$ cat config.mk
export PLATFORM = sky130hd
export DESIGN_NAME = dds_sweep_controller_flat
export DESIGN_NICKNAME = d
export VERILOG_FILES = /design/src/rtl/dds_sweep_controller_if.sv /design/src/rtl/dds_sweep_controller.sv /design/src/flat_wrapper.sv
export SDC_FILE = /design/constraint.sdc
export NUM_CORES = 1
export LEC_CHECK = 0
export ABC_CLOCK_PERIOD_IN_PS = 8750
export CAP_MARGIN = 20
export CORE_UTILIZATION = 35
export DETAILED_ROUTE_END_ITERATION = 10
export PLACE_DENSITY = 0.64
export SLEW_MARGIN = 20
export SYNTH_ARGS = -nofsm -noshare
export SYNTH_HDL_FRONTEND = slang
export SYNTH_SLANG_ARGS = --single-unit
export TNS_END_PERCENT = 5
$ cat constraint.sdc
create_clock -name clk -period 8.75 [get_ports clk]
set_input_delay 1.3125 -clock clk [delete_from_list [all_inputs] [get_ports clk]]
set_output_delay 1.3125 -clock clk [all_outputs]
set_load 0.03 [all_outputs]
$ cat src/rtl/dds_sweep_controller_if.sv
// Control/status bundle between a sweep sequencer (master) and dds_sweep_controller (slave).
interface dds_sweep_controller_if #(
    parameter int DWELL_W = 24
);
    logic               start;
    logic               abort;
    logic               loop;
    logic [31:0]        start_word;
    logic [31:0]        stop_word;
    logic [31:0]        step;
    logic [DWELL_W-1:0] dwell;
    logic [31:0]        m;
    logic               set;
    logic               en;
    logic               busy;
    logic               done;

    modport master (
        output start, abort, loop, start_word, stop_word, step, dwell,
        input  m, set, en, busy, done
    );

    modport slave (
        input  start, abort, loop, start_word, stop_word, step, dwell,
        output m, set, en, busy, done
    );
endinterface

$ cat src/rtl/dds_sweep_controller.sv
// Steps a DDS tuning word from start_word to stop_word, holding each point for dwell cycles.
// Define SWEEP_BIDIR_EN to build the triangle (up then down) sweep variant.
module dds_sweep_controller #(
    parameter int DWELL_W = 24
) (
    input logic                  clk,
    input logic                  rst_n,
    dds_sweep_controller_if.slave bus
);

    typedef enum logic [2:0] {
        S_IDLE,
        S_LOAD,
        S_SET,
        S_DWELL,
        S_STEP,
        S_FINISH
    } state_t;

    state_t             state, nxt;
    logic [31:0]        m_q, stop_r, step_r;
    logic [DWELL_W-1:0] dwell_r, dcnt, dwell_last;
    logic [32:0]        up_sum;
    logic               up_end, fin;
    logic               set_q, busy_q, done_q;
`ifdef SWEEP_BIDIR_EN
    logic [31:0]        start_r;
    logic               down_q, turn;
`endif

    always_comb begin
        up_sum     = {1'b0, m_q} + {1'b0, step_r};
        // Zero step or an empty/inverted range ends the sweep after the first point
        up_end     = (step_r == '0) || (m_q >= stop_r);
        dwell_last = (dwell_r == '0) ? '0 : dwell_r - DWELL_W'(1);
`ifdef SWEEP_BIDIR_EN
        turn = !down_q && up_end && (step_r != '0) && (start_r < stop_r);
        fin  = down_q ? (m_q <= start_r) : (up_end && !turn);
`else
        fin  = up_end;
`endif
        nxt = state;
        case (state)
            S_IDLE:   if (bus.start) nxt = S_LOAD;
            S_LOAD:   nxt = S_SET;
            S_SET:    nxt = S_DWELL;
            S_DWELL:  if (dcnt == dwell_last) nxt = S_STEP;
            S_STEP:   nxt = fin ? S_FINISH : S_SET;
            S_FINISH: nxt = bus.loop ? S_LOAD : S_IDLE;
            default:  nxt = S_IDLE;
        endcase
        if (bus.abort) nxt = S_IDLE;
    end

    always_ff @(posedge clk or negedge rst_n) begin
        if (!rst_n) begin
            state   <= S_IDLE;
            m_q     <= '0;
            stop_r  <= '0;
            step_r  <= '0;
            dwell_r <= '0;
            dcnt    <= '0;
            set_q   <= 1'b0;
            busy_q  <= 1'b0;
            done_q  <= 1'b0;
`ifdef SWEEP_BIDIR_EN
            start_r <= '0;
            down_q  <= 1'b0;
`endif
        end else begin
            state  <= nxt;
            set_q  <= (nxt == S_SET);
            busy_q <= (nxt != S_IDLE);
            done_q <= (state == S_FINISH) && !bus.loop && !bus.abort;
            // Datapath is frozen on abort so m keeps the last point
            if (!bus.abort) begin
                case (state)
                    S_LOAD: begin
                        m_q     <= bus.start_word;
                        stop_r  <= bus.stop_word;
                        step_r  <= bus.step;
                        dwell_r <= bus.dwell;
`ifdef SWEEP_BIDIR_EN
                        start_r <= bus.start_word;
                        down_q  <= 1'b0;
`endif
                    end
                    S_SET:   dcnt <= '0;
                    S_DWELL: dcnt <= dcnt + DWELL_W'(1);
                    S_STEP: begin
`ifdef SWEEP_BIDIR_EN
                        if (down_q || turn) begin
                            down_q <= 1'b1;
                            m_q    <= (m_q - start_r <= step_r) ? start_r : m_q - step_r;
                        end else
`endif
                        if (!up_end)
                            m_q <= (up_sum >= {1'b0, stop_r}) ? stop_r : up_sum[31:0];
                    end
                    default: ;
                endcase
            end
        end
    end

    assign bus.m    = m_q;
    assign bus.set  = set_q;
    assign bus.en   = busy_q;
    assign bus.busy = busy_q;
    assign bus.done = done_q;

endmodule

$ cat src/flat_wrapper.sv
// flat-port wrapper written by rule: the top's interface ports become plain ports
module dds_sweep_controller_flat 
#(
    parameter int DWELL_W = 24
)
  (clk, rst_n, bus_start, bus_abort, bus_loop, bus_start_word, bus_stop_word, bus_step, bus_dwell, bus_m, bus_set, bus_en, bus_busy, bus_done);
  dds_sweep_controller_if #(.DWELL_W(DWELL_W)) bus_i ();
  input logic clk;
  input logic rst_n;
  input wire logic [$bits(bus_i.start)-1:0] bus_start;
  input wire logic [$bits(bus_i.abort)-1:0] bus_abort;
  input wire logic [$bits(bus_i.loop)-1:0] bus_loop;
  input wire logic [$bits(bus_i.start_word)-1:0] bus_start_word;
  input wire logic [$bits(bus_i.stop_word)-1:0] bus_stop_word;
  input wire logic [$bits(bus_i.step)-1:0] bus_step;
  input wire logic [$bits(bus_i.dwell)-1:0] bus_dwell;
  output wire logic [$bits(bus_i.m)-1:0] bus_m;
  output wire logic [$bits(bus_i.set)-1:0] bus_set;
  output wire logic [$bits(bus_i.en)-1:0] bus_en;
  output wire logic [$bits(bus_i.busy)-1:0] bus_busy;
  output wire logic [$bits(bus_i.done)-1:0] bus_done;
  assign bus_i.start = bus_start;
  assign bus_i.abort = bus_abort;
  assign bus_i.loop = bus_loop;
  assign bus_i.start_word = bus_start_word;
  assign bus_i.stop_word = bus_stop_word;
  assign bus_i.step = bus_step;
  assign bus_i.dwell = bus_dwell;
  assign bus_m = bus_i.m;
  assign bus_set = bus_i.set;
  assign bus_en = bus_i.en;
  assign bus_busy = bus_i.busy;
  assign bus_done = bus_i.done;
  dds_sweep_controller #(.DWELL_W(DWELL_W)) u_core (.clk(clk), .rst_n(rst_n), .bus(bus_i));
endmodule
==> Word-level counts from Yosys, hierarchy flattened <==
Index checks and enable logic that the tools add are counted.
{ "word_totals": {"word_cells": 48, "register_bits": 150, "input_bits": 125} }
{ "op_classes": {"mux": 11, "n_reduce_logical": 14, "add_sub_neg": 3, "bitwise": 1, "magnitude_cmp": 2, "n_eq_ne": 8} }
{ "op_table": {"columns": ["cell", "count"], "rows": [
  ["2-to-1 mux 32 bit", 2],
  ["one-hot mux 32 bit (2 select lines)", 1],
  ["one-hot mux 24 bit (2 select lines)", 1],
  ["adder 32 x 32 -> 33 bit", 1],
  [">= comparator 33 x 32 -> 1 bit", 1],
  [">= comparator 32 bit", 1],
  ["logical NOT 32 bit", 1],
  ["adder 24 x 1 -> 24 bit (second input constant)", 1],
  ["equality test 24 bit", 1],
  ["logical NOT 24 bit", 1],
  ["2-to-1 mux 24 bit", 1],
  ["subtractor 24 x 1 -> 24 bit (second input constant)", 1],
  ["one-hot mux 3 bit (6 select lines)", 1],
  ["2-to-1 mux 3 bit", 4],
  ["equality test 3 x 2 -> 1 bit (second input constant)", 3],
  ["equality test 3 bit (second input constant)", 2],
  ["AND reduction 2 bit", 2],
  ["nonzero test 2 bit", 2],
  ["equality test 3 x 1 -> 1 bit (second input constant)", 1],
  ["logical NOT 3 bit", 1],
  ["AND reduction 3 bit", 1],
  ["nonzero test 3 bit", 1],
  ["logical AND 1 bit", 2],
  ["logical NOT 1 bit", 2],
  ["other kinds (4)", 4]
]} }

==> Logic depth before layout (Yosys ltp) <==
Gate-level depths: netlist (run 1).
{ "logic_depth": {"word_depth": 7, "mapped_depth": 22, "ltp_nobuf": 20} }

==> Worst setup path before layout (run 1) <==
Ideal clock, no wire load.
{ "synth_path": {"path_type": "flip-flop to flip-flop", "startpoint": "register u_core.m_q[1] (netlist: u_core.bus.m[1])", "endpoint": "register u_core.m_q[10] (netlist: u_core.bus.m[10])", "stages_incl_launch_ff": 21, "path_buffers": 2, "path_slack_ps": 3740, "setup_ps": 135, "arrival_ps": 4875, "path_cell_list": "dfrtp_1 -> ha_1 -> a21oi_1 -> nor2_1 -> o41ai_1 -> a211oi_1 -> o41ai_1 -> mux2i_1 -> a2111oi_1 -> ha_1 -> and4_1 -> nand4_1 -> nor3_1 -> o211ai_1 -> nor2_1 -> nor3_1 -> o21a_1 -> buf_2 -> buf_2 -> mux2i_1 -> o22ai_1"} }
{ "synth_between": {"elab_chain_cells": 5, "elab_cells_between_ends": 9, "cone_classes": "add/sub (1); order compare (2); eq/ne (1); mux (3); reduce/logical (2)"} }
{ "synth_rtl": {"columns": ["item", "line_no", "text"], "rows": [
  ["start, declared", "dds_sweep_controller.sv:21", "logic [31:0] m_q, stop_r, step_r;"],
  ["start signal, assigned", "dds_sweep_controller.sv:79", "m_q <= bus.start_word;"],
  ["start signal, assigned", "dds_sweep_controller.sv:98", "m_q <= (up_sum >= {1'b0, stop_r}) ? stop_r : up_sum[31:0];"],
  ["adder 32 x 32 -> 33 bit", "dds_sweep_controller.sv:32", "up_sum = {1'b0, m_q} + {1'b0, step_r};"],
  [">= comparator 33 x 32 -> 1 bit", "dds_sweep_controller.sv:98", null],
  ["2-to-1 mux 32 bit", "dds_sweep_controller.sv:98", null],
  ["2-to-1 mux 32 bit", "dds_sweep_controller.sv:97", "if (!up_end)"],
  ["one-hot mux 32 bit (2 select lines)", "dds_sweep_controller.sv:77", "case (state)"]
]} }
Parallel ways exist; a longest one is shown, timed or not. The select of a mux whose other input is x is not followed.
A chain may end at the register's enable or synchronous reset.

==> Worst setup path after layout (run 1) <==
{ "layout_path": {"startpoint": "register u_core.m_q[1] (netlist: u_core.bus.m[1])", "endpoint": "register u_core.m_q[8] (netlist: u_core.bus.m[8])"} }
Same word-level chain as after synthesis.

==> results of run 1 <==
-- worst max-delay path, delay by kind of cell, from the launching register on --
kind	cells	cell delay (ns)
DFF	1	0.45
AOI/OAI and AO/OA	8	3.20
and+or+nand+nor	6	0.92
buffers and inverters	1	0.45
muxes	2	0.40
adders and majority gates	2	0.65
-- final cells by class --
class | instances | area (µm²) | area share [%]
antenna | 1 | 2.50 | 0.0190
tap | 390 | 488 | 3.70
inverter | 42 | 158 | 1.20
multi-input combinational | 918 | 6530 | 49.5
clock buffer | 21 | 470 | 3.57
sequential | 150 | 3750 | 28.5
clock inverter | 11 | 115 | 0.873
timing repair buffer | 168 | 1660 | 12.6
-- metrics by stage --
| stage | setup slack, ns | hold WS (ns) | power [µW] |
|---|---|---|---|
| 5_1_grt | 2.23 | 0.569 | 5770 |
| 4_1_cts | 2.56 | 0.551 | 5340 |
| 3_3_place_gp | 2.79 | 0.524 | 4520 |
| 3_5_place_dp | 2.57 | 0.532 | 4570 |
| 6_report | 2.54 | 0.548 | 5330 |
| 2_1_floorplan | 3.74 | 0.508 | 3580 |
-- sequential cells by signal, summed over array words and instances (netlist names) --
signal	flops
u_core.bus.busy	1
u_core.bus.done	1
u_core.bus.m	32
u_core.bus.set	1
u_core.dcnt	24
u_core.dwell_r	24
u_core.state	3
u_core.step_r	32
u_core.stop_r	32
-- worst max path at each step --
stage                  endpoint  cells past startpoint
6_report        u_core.bus.m[8]                     19
5_1_grt         u_core.bus.m[6]                     19
4_1_cts         u_core.bus.m[8]                     19
3_5_place_dp    u_core.bus.m[8]                     19
3_3_place_gp   u_core.bus.m[16]                     19
2_1_floorplan  u_core.bus.m[10]                     20
-- metal layers --
| layer | wire [µm] | up-vias | track usage [%] |
|---|---|---|---|
| met2 | 15400 | 239 | 34.9 |
| li1 | - | 4537 | - |
| met4 | 484 | 2 | 5.40 |
| met1 | 14500 | 4573 | 27.7 |
| met5 | 13 | - | 0 |
| met3 | 1660 | 34 | 3.75 |
-- synth_stat cells (all sizes together) (31+ instances only) --
master  number
nor2        96
o21ai       77
nand2       92
a21oi       88
dfrtp      150
xnor2       38
mux2i       35
xor2        31
mux2        56
inv         42
clkbuf      41
ha          98
-- logic make-up (layout without fill, tap and decap cells) --
family,after synthesis,after routing,share of synthesized area [%]
multiplexers,91,91,9.23
AND/OR/NAND/NOR,369,369,17.9
flip-flops,150,150,35.3
buffers and inverters,90,242,3.30
AO/OA/AOI/OAI,290,290,16.9
other,0,1,0
XOR/XNOR,69,69,5.69
adder cells (fa/ha/maj),99,99,11.7
-- where the power goes --
part           switching (µW)  internal (µW)  total, µW
Sequential                309            931       1240
Combinational            1900           1450       3340
Clock                     329            420        749
==> results.cfg, run 1 <==
[clock_network]
cts_made_buffers = 17
cts.clk_slew.worst_paths_ns = 0.07
cts_root_buf = clkbuf_16
cts_buffer_depth = 2
cts_tree = done
clock_sinks = 150
cts_setup_buffers = 0
clk_latency_ns = 0.43
cts_resized = 0
htree_levels = 4
ctsHoldBuffers = 0

[synth]
synth_edf_count = 0
synth_ff_type = dfrtp_1
syn-num-nets = 1382
ys.warnings.count = 0
synth_area_um2 = 10600
synth-seq-cells = 150
synth.avg_cell_area_um2 = 9.17
netlist_instances = 1158
yosysTopAreaCellShare_pct = 35.3
async_flop_share_pct = 100
synth.area.top_cells = dfrtp_1 (35%), ha_1 (12%), mux2_2 (5.8%), a21oi_1 (4.1%), nor2_1 (3.4%)
yosys.area.top_type = dfrtp_1
synth_seq_area_share_pct = 35.3
synth_cell_types = 75

[layout]
postLayoutCoreUtil_pct = 44.3
layout_common_cells = clkdlybuf4s50_1 (159), dfrtp_1 (150), ha_1 (98)
finalNonFillerCells = 1701
nNetsFinal = 1521
syn_to_final_growth_pct = 24.1
drive_above_1_share_pct = 8.85
layout_commonest_cell = clkdlybuf4s50_1
n_fill_cell = 2876
post-route-cell-area_um2 = 13200

[sta]
fin_crit_sh_pct = 71.0
max_slew.worst_pin.slew_ns = 1.00
slew_viol_final = 0
rsz0062_at_grt = no
slew_headroom_pct = 33.2
max_freq_mhz = 161
final-hold-violation-count = 0
period_minus_slack_ns = 6.21
finalSetupViolCount = 0
finClkSkew_ns = 0.0149
timing.setup.tns_ns = 0

[setup_path]
start_kind = flop
endpoint_kind = flop
critPathLaunch = u_core.bus.m[1]
max_stage_delay_ns = 0.77
cp_max_fo = 17
worstPathArrival_ns = 6.51
path_cells = ha_1 > a21oi_1 > nor2_1 > o41ai_1 > a211oi_1 > o41ai_1 > mux2i_1 > a2111oi_1 > ha_1 > and4_1 > nand4_1 > nor3_1 > o211ai_1 > nor2_1 > nor3_1 > o21a_1 > buf_4 > mux2i_1 > o22ai_1
path_class = reg -> reg
r2r-end = u_core.bus.m[8]
ff2ff_path_depth = 19
rrSetupSlack_ns = 2.54
cp_slowest_cell = o41ai_1
worstPathRequired_ns = 9.05
reg2reg_from = u_core.bus.m[1]

[global_route]
overflow = 0
grt_usage_pct = 20.9
grt_pass1_vias = 9197
grt_first_pass_wirelength_um = 50800
antenna_found_initial = 3
grt_max_degree = 94

[placement]
place_inst = 1668
globalplace.congestion = 0.909
dp_hpwl_um = 24300
portBuffers = 160
dpl_cell_area_um2 = 12600

[die]
initial_core_util_pct = 35.7
dieArea_um2 = 31100
ios = 161
core-area_um2 = 29700
die_y_um = 176
fp-row-count = 63
dieWidth_um = 176

[job]
drv_cap = 0

[route]
wl_per_cell_um = 18.9
first_pass_iters = 5
num_vias = 9385
ant_nets = 0
drc = 0
vias_per_cell = 5.52
wl_um = 32100
drtIter0Drc = 535

[pwr]
p_leak_uw = 0.00541
vdd_drop_max_v = 0.000233
p_per_area_nw_per_um2 = 405

[hold_path]
worstHoldStart = u_core.step_r[23]
hold_class = reg -> reg
hold_depth = 1
min_to = u_core.step_r[23]

[outcome]
status = completed
Note: power is estimated with default switching activity, not from simulation.
==> inputs of run 2 (changes only) <==
--- a/config.mk
+++ b/config.mk
@@ -5,7 +5,7 @@
 export SDC_FILE = /design/constraint.sdc
 export NUM_CORES = 1
 export LEC_CHECK = 0
-export ABC_CLOCK_PERIOD_IN_PS = 8750
+export ABC_CLOCK_PERIOD_IN_PS = 5900
 export CAP_MARGIN = 20
 export CORE_UTILIZATION = 35
 export DETAILED_ROUTE_END_ITERATION = 10
==> constraint.sdc (replaced) <==
create_clock -name clk -period 5.9 [get_ports clk]
set_input_delay 0.885 -clock clk [delete_from_list [all_inputs] [get_ports clk]]
set_output_delay 0.885 -clock clk [all_outputs]
set_load 0.03 [all_outputs]
==> run 2 against run 1 <==
Effect of this change:
- clock-buffer cell count rose by 2
- design area rose by 0.26%
- critical path depth rose by 2
- global-route usage barely moved
- combinational power rose by 51%
- largest cell class unchanged
- highest routed layer is now met4
- sequential power rose by 48%
- sequential share of layout area fell by 0.073 points
- critical endpoint is now u_core.bus.m[11]
==> results.cfg, run 2 (synthesis gave the netlist of run 1 again) <==
[route]
vias_per_cell = 5.53
drc = 0
wl_um = 32200
wl_per_cell_um = 18.9
ant_nets = 0
drtIter0Drc = 650
num_vias = 9405
first_pass_iters = 4

[die]
fp-row-count = 63
core-area_um2 = 29700
initial_core_util_pct = 35.7
ios = 161
dieWidth_um = 176
dieArea_um2 = 31100
die_y_um = 176

[setup_path]
path_cells = ha_1 > fa_1 > a211oi_1 > o21bai_1 > o21a_1 > a31oi_1 > o41a_1 > o21ai_1 > a31oi_1 > xnor2_1 > ha_1 > and4_1 > nand4_1 > nor3_1 > o211ai_1 > nor2_1 > nor3_1 > o21a_1 > buf_12 > mux2i_1 > o22ai_1
start_kind = flop
cp_max_fo = 24
reg2reg_from = u_core.bus.m[0]
cp_slowest_cell = o21a_1
critPathLaunch = u_core.bus.m[0]
path_class = reg -> reg
rrSetupSlack_ns = 0.41
max_stage_delay_ns = 0.46
endpoint_kind = flop
worstPathArrival_ns = 5.77
worstPathRequired_ns = 6.18
r2r-end = u_core.bus.m[11]
ff2ff_path_depth = 21

[sta]
slew_headroom_pct = 40.0
period_minus_slack_ns = 5.49
fin_crit_sh_pct = 93.0
hold_ws_ns = 0.547
finClkSkew_ns = 0.00997
max_freq_mhz = 182
rsz0062_at_grt = no
max_slew.worst_pin.slew_ns = 0.900
slew_viol_final = 0
finalSetupViolCount = 0
setup_ws_ns = 0.411
timing.setup.tns_ns = 0
final-hold-violation-count = 0

[hold_path]
hold_depth = 1
hold_class = reg -> reg
min_to = u_core.step_r[0]
worstHoldStart = u_core.step_r[0]

[clock_network]
cts.clk_slew.worst_paths_ns = 0.06
cts_resized = 0
cts_tree = done
cts_made_buffers = 17
cts_buffer_depth = 2
cts_setup_buffers = 0
ctsHoldBuffers = 0
clk_latency_ns = 0.42
cts_root_buf = clkbuf_16
htree_levels = 4
clock_sinks = 150

[pwr]
vdd_drop_max_v = 0.000387
switching_share_pct = 47.2
p_leak_uw = 0.00541
switchingPower_uw = 3780
p_clk_share_pct = 13.9
power_frac_seq_pct = 23.0
p_comb_share_pct = 63.1
p_per_area_nw_per_um2 = 606
p_int_uw = 4230
power_uw = 8010

[layout]
finalNonFillerCells = 1701
syn_to_final_growth_pct = 24.4
layout_common_cells = clkdlybuf4s50_1 (159), dfrtp_1 (150), ha_1 (98)
drive_above_1_share_pct = 8.70
nNetsFinal = 1521
layout_commonest_cell = clkdlybuf4s50_1
n_fill_cell = 2872

[placement]
globalplace.congestion = 0.907
post-place-ws_ns = 0.499
dp_hpwl_um = 24200
place_inst = 1668
portBuffers = 160

[outcome]
status = completed

[global_route]
antenna_found_initial = 1
grt_max_degree = 130
overflow = 0
grt_usage_pct = 20.9
grt_first_pass_wirelength_um = 50700
grt_pass1_vias = 9240

[job]
drv_cap = 0
[run 2: cell count changes in the layout (fill, tap and decap cells not counted)]
| cell | before | now |
|---|---|---|
| buf_12 | 0 | 2 |
| buf_4 | 8 | 6 |
| bufinv_16 | 1 | 2 |
| clkbuf_1 | 1 | 3 |
| clkinv_4 | 5 | 0 |
| clkinvlp_4 | 2 | 4 |
[run 2: stage by stage]
| step | utilization [%] | instance area, µm² |
|---|---|---|
| 6_report | 44.5 | 13200 |
| 5_1_grt | 44.5 | 13200 |
| 4_1_cts | 44.5 | 13200 |
| 3_5_place_dp | 42.5 | 12600 |
| 3_3_place_gp | 42.5 | 12600 |
| 2_1_floorplan | - | 10600 |
[run 2: critical path: cells and delay by family (launching register included)]
family / cells / cell delay [ns]
buffers and inverters: 1 / 0.29
muxes: 1 / 0.23
adders and majority gates: 3 / 0.95
DFF: 1 / 0.40
xor gates and xnor gates: 1 / 0.17
AOI/OAI and AO/OA: 10 / 2.43
and+or+nand+nor: 5 / 0.88
[run 2: cell type report]
cell class / instances / area (µm²) / area share [%]
multi-input combinational: 918 / 6530 / 49.4
tap: 390 / 488 / 3.69
sequential: 150 / 3750 / 28.4
inverter: 42 / 158 / 1.19
antenna: 1 / 2.50 / 0.0189
timing repair buffer: 168 / 1690 / 12.8
clock inverter: 9 / 116 / 0.881
clock buffer: 23 / 478 / 3.62
[run 2: how the worst max path moves through the flow]
stage	endpoint	slack [ns]	cells past startpoint
after floorplan	u_core.bus.m[10]	0.89	20
after global placement	u_core.bus.m[16]	0.69	20
after detailed placement	u_core.bus.m[11]	0.50	20
after CTS	u_core.bus.m[14]	0.47	20
after global routing	u_core.bus.m[6]	0.007	21
final	u_core.bus.m[11]	0.41	21
[run 2: routing by layer]
metal  up-vias  routed length, µm  GRT usage [%]
met5         -                  0              0
met4         0                276           3.88
met3        16               1660           3.83
met2       232              15800           35.7
met1      4615              14500           27.6
li1       4542                  -              -
[run 2: power groups by stage]
stage	Clock [µW]	Sequential, µW	Combinational, µW
CTS	1140	1840	5030
finish	1120	1840	5050
floorplan	0	1840	3470
global route	1180	1890	5540
detailed placement	0	1850	4970
global placement	0	1840	4900
==> inputs of run 3 (changes only) <==
--- a/config.mk
+++ b/config.mk
@@ -8,7 +8,9 @@
 export ABC_CLOCK_PERIOD_IN_PS = 5900
 export CAP_MARGIN = 20
 export CORE_UTILIZATION = 35
+export CTS_CLUSTER_DIAMETER = 30
 export DETAILED_ROUTE_END_ITERATION = 10
+export MAX_ROUTING_LAYER = met4
 export PLACE_DENSITY = 0.64
 export SLEW_MARGIN = 20
 export SYNTH_ARGS = -nofsm -noshare
==> run 3 against run 2 <==
Effect of this change:
- die area did not move
- critical path depth unchanged
- total power increased by 0.73%
- design area up 0.28%
- non-clock buffer count unchanged
- critical path type unchanged
- critical endpoint is now u_core.bus.m[16]
- largest cell class unchanged
==> results.cfg, run 3 (synthesis gave the netlist of run 1 again) <==
[outcome]
status = completed

[sta]
period_minus_slack_ns = 5.33
fin_crit_sh_pct = 90.3
final-hold-violation-count = 0
timing.setup.tns_ns = 0
slew_headroom_pct = 37.7
slew_viol_final = 0
rsz0062_at_grt = no
max_freq_mhz = 188
max_slew.worst_pin.slew_ns = 0.935
finClkSkew_ns = 0.0145
finalSetupViolCount = 0

[placement]
globalplace.congestion = 0.921
portBuffers = 160
dp_hpwl_um = 24400
place_inst = 1668

[clock_network]
cts_setup_buffers = 0
cts.clk_slew.worst_paths_ns = 0.07
cts_tree = done
htree_levels = 4
clk_latency_ns = 0.43
clock_sinks = 150
cts_root_buf = clkbuf_16
cts_buffer_depth = 2
cts_made_buffers = 17

[pwr]
p_leak_uw = 0.00544
vdd_drop_max_v = 0.000376
p_clk_share_pct = 14.5
p_comb_share_pct = 62.6
p_int_uw = 4270
switchingPower_uw = 3800
switching_share_pct = 47.1
p_per_area_nw_per_um2 = 609
power_frac_seq_pct = 22.8

[layout]
n_fill_cell = 2867
layout_commonest_cell = clkdlybuf4s50_1
seq_area_um2 = 3750
drive_above_1_share_pct = 8.93
syn_to_final_growth_pct = 24.7
finalNonFillerCells = 1702
nNetsFinal = 1521
layout_common_cells = clkdlybuf4s50_1 (159), dfrtp_1 (150), ha_1 (98)
multi_input_area_um2 = 6530

[route]
drtIter0Drc = 559
wl_per_cell_um = 18.9
wl_um = 32200
ant_nets = 0
drc = 0
num_vias = 9499
vias_per_cell = 5.58
first_pass_iters = 4

[setup_path]
worstPathArrival_ns = 5.62
r2r-end = u_core.bus.m[16]
rrSetupSlack_ns = 0.57
path_class = reg -> reg
cp_max_fo = 24
endpoint_kind = flop
worstPathRequired_ns = 6.19
reg2reg_from = u_core.bus.m[0]
critPathCapture = u_core.bus.m[16]
ff2ff_path_depth = 21
critPathLaunch = u_core.bus.m[0]
start_kind = flop

[die]
core-area_um2 = 29700
dieArea_um2 = 31100
die_y_um = 176
initial_core_util_pct = 35.7
ios = 161
fp-row-count = 63
dieWidth_um = 176

[global_route]
grt_usage_pct = 21.6
grt_pass1_vias = 9251
antenna_found_initial = 2
overflow = 0
grt_max_degree = 130
grt_first_pass_wirelength_um = 50700

[hold_path]
hold_class = in -> async

[job]
drv_cap = 0
## run 3: critical path, stage by stage, from the launching register on
cell      delay, ns
dfrtp_1        0.40
ha_1           0.23
fa_1           0.43
a211oi_1       0.23
o21bai_1       0.16
o21a_1         0.25
a31oi_1        0.38
o41a_1         0.31
o21ai_1        0.15
a31oi_1        0.22
xnor2_1        0.17
ha_1           0.28
and4_1         0.21
nand4_1        0.09
nor3_1         0.06
o211ai_1       0.15
nor2_1         0.08
nor3_2         0.31
o21a_1         0.42
buf_12         0.28
mux2i_1        0.23
o22ai_1        0.09
## run 3: worst min path at each step
stage,cells after the start,start,slack (ns),endpoint
2_1_floorplan,1,u_core.step_r[31],0.51,u_core.step_r[31]
3_3_place_gp,1,u_core.step_r[8],0.52,u_core.step_r[8]
3_5_place_dp,1,u_core.step_r[0],0.54,u_core.step_r[0]
4_1_cts,1,u_core.step_r[0],0.55,u_core.step_r[0]
5_1_grt,1,u_core.step_r[26],0.57,u_core.step_r[26]
6_report,1,rst_n,0.55,u_core.step_r[3]
## run 3: final cells by class
| cell class | count | share of cell area [%] |
|---|---|---|
| timing repair buffer | 168 | 12.7 |
| clock inverter | 12 | 1.27 |
| sequential | 150 | 28.3 |
| tap | 390 | 3.68 |
| antenna | 2 | 0.0378 |
| inverter | 42 | 1.19 |
| clock buffer | 20 | 3.45 |
| multi-input combinational | 918 | 49.3 |
## run 3: power groups by stage
stage	combinational, µW	clock [µW]	sequential (µW)
detailed placement	4980	0	1850
floorplan	3470	0	1840
CTS	5010	1190	1840
global placement	4910	0	1840
finish	5050	1170	1840
global route	5540	1230	1900
## run 3: through the flow
stage / hold slack, ns / utilization (%) / cell area (µm²) / worst slack (ns) / total power [µW]
finish: 0.549 / 44.6 / 13300 / 0.574 / 8070
global route: 0.571 / 44.6 / 13300 / 0.169 / 8670
CTS: 0.552 / 44.6 / 13200 / 0.503 / 8040
detailed placement: 0.537 / 42.5 / 12600 / 0.520 / 6830
global placement: 0.522 / 42.5 / 12600 / 0.700 / 6750
floorplan: 0.508 / - / 10600 / 0.890 / 5310
## run 3: timing repair
| item | 4_1_cts | 5_1_grt |
|---|---|---|
| endpoints found under the setup margin | 0 | 1 |
| hold endpoints to repair | 0 | 0 |
| hold buffers | 0 | 0 |
| gates resized for setup | 0 | 1 |
## run 3: per-layer routing
layer	share of wire, %	global-route usage [%]	vias to the layer above
li1	-	-	4549
met1	44	27.6	4644
met2	49	35.0	272
met3	5.5	4.07	34
met4	1.5	5.33	0
met5	0	-	-
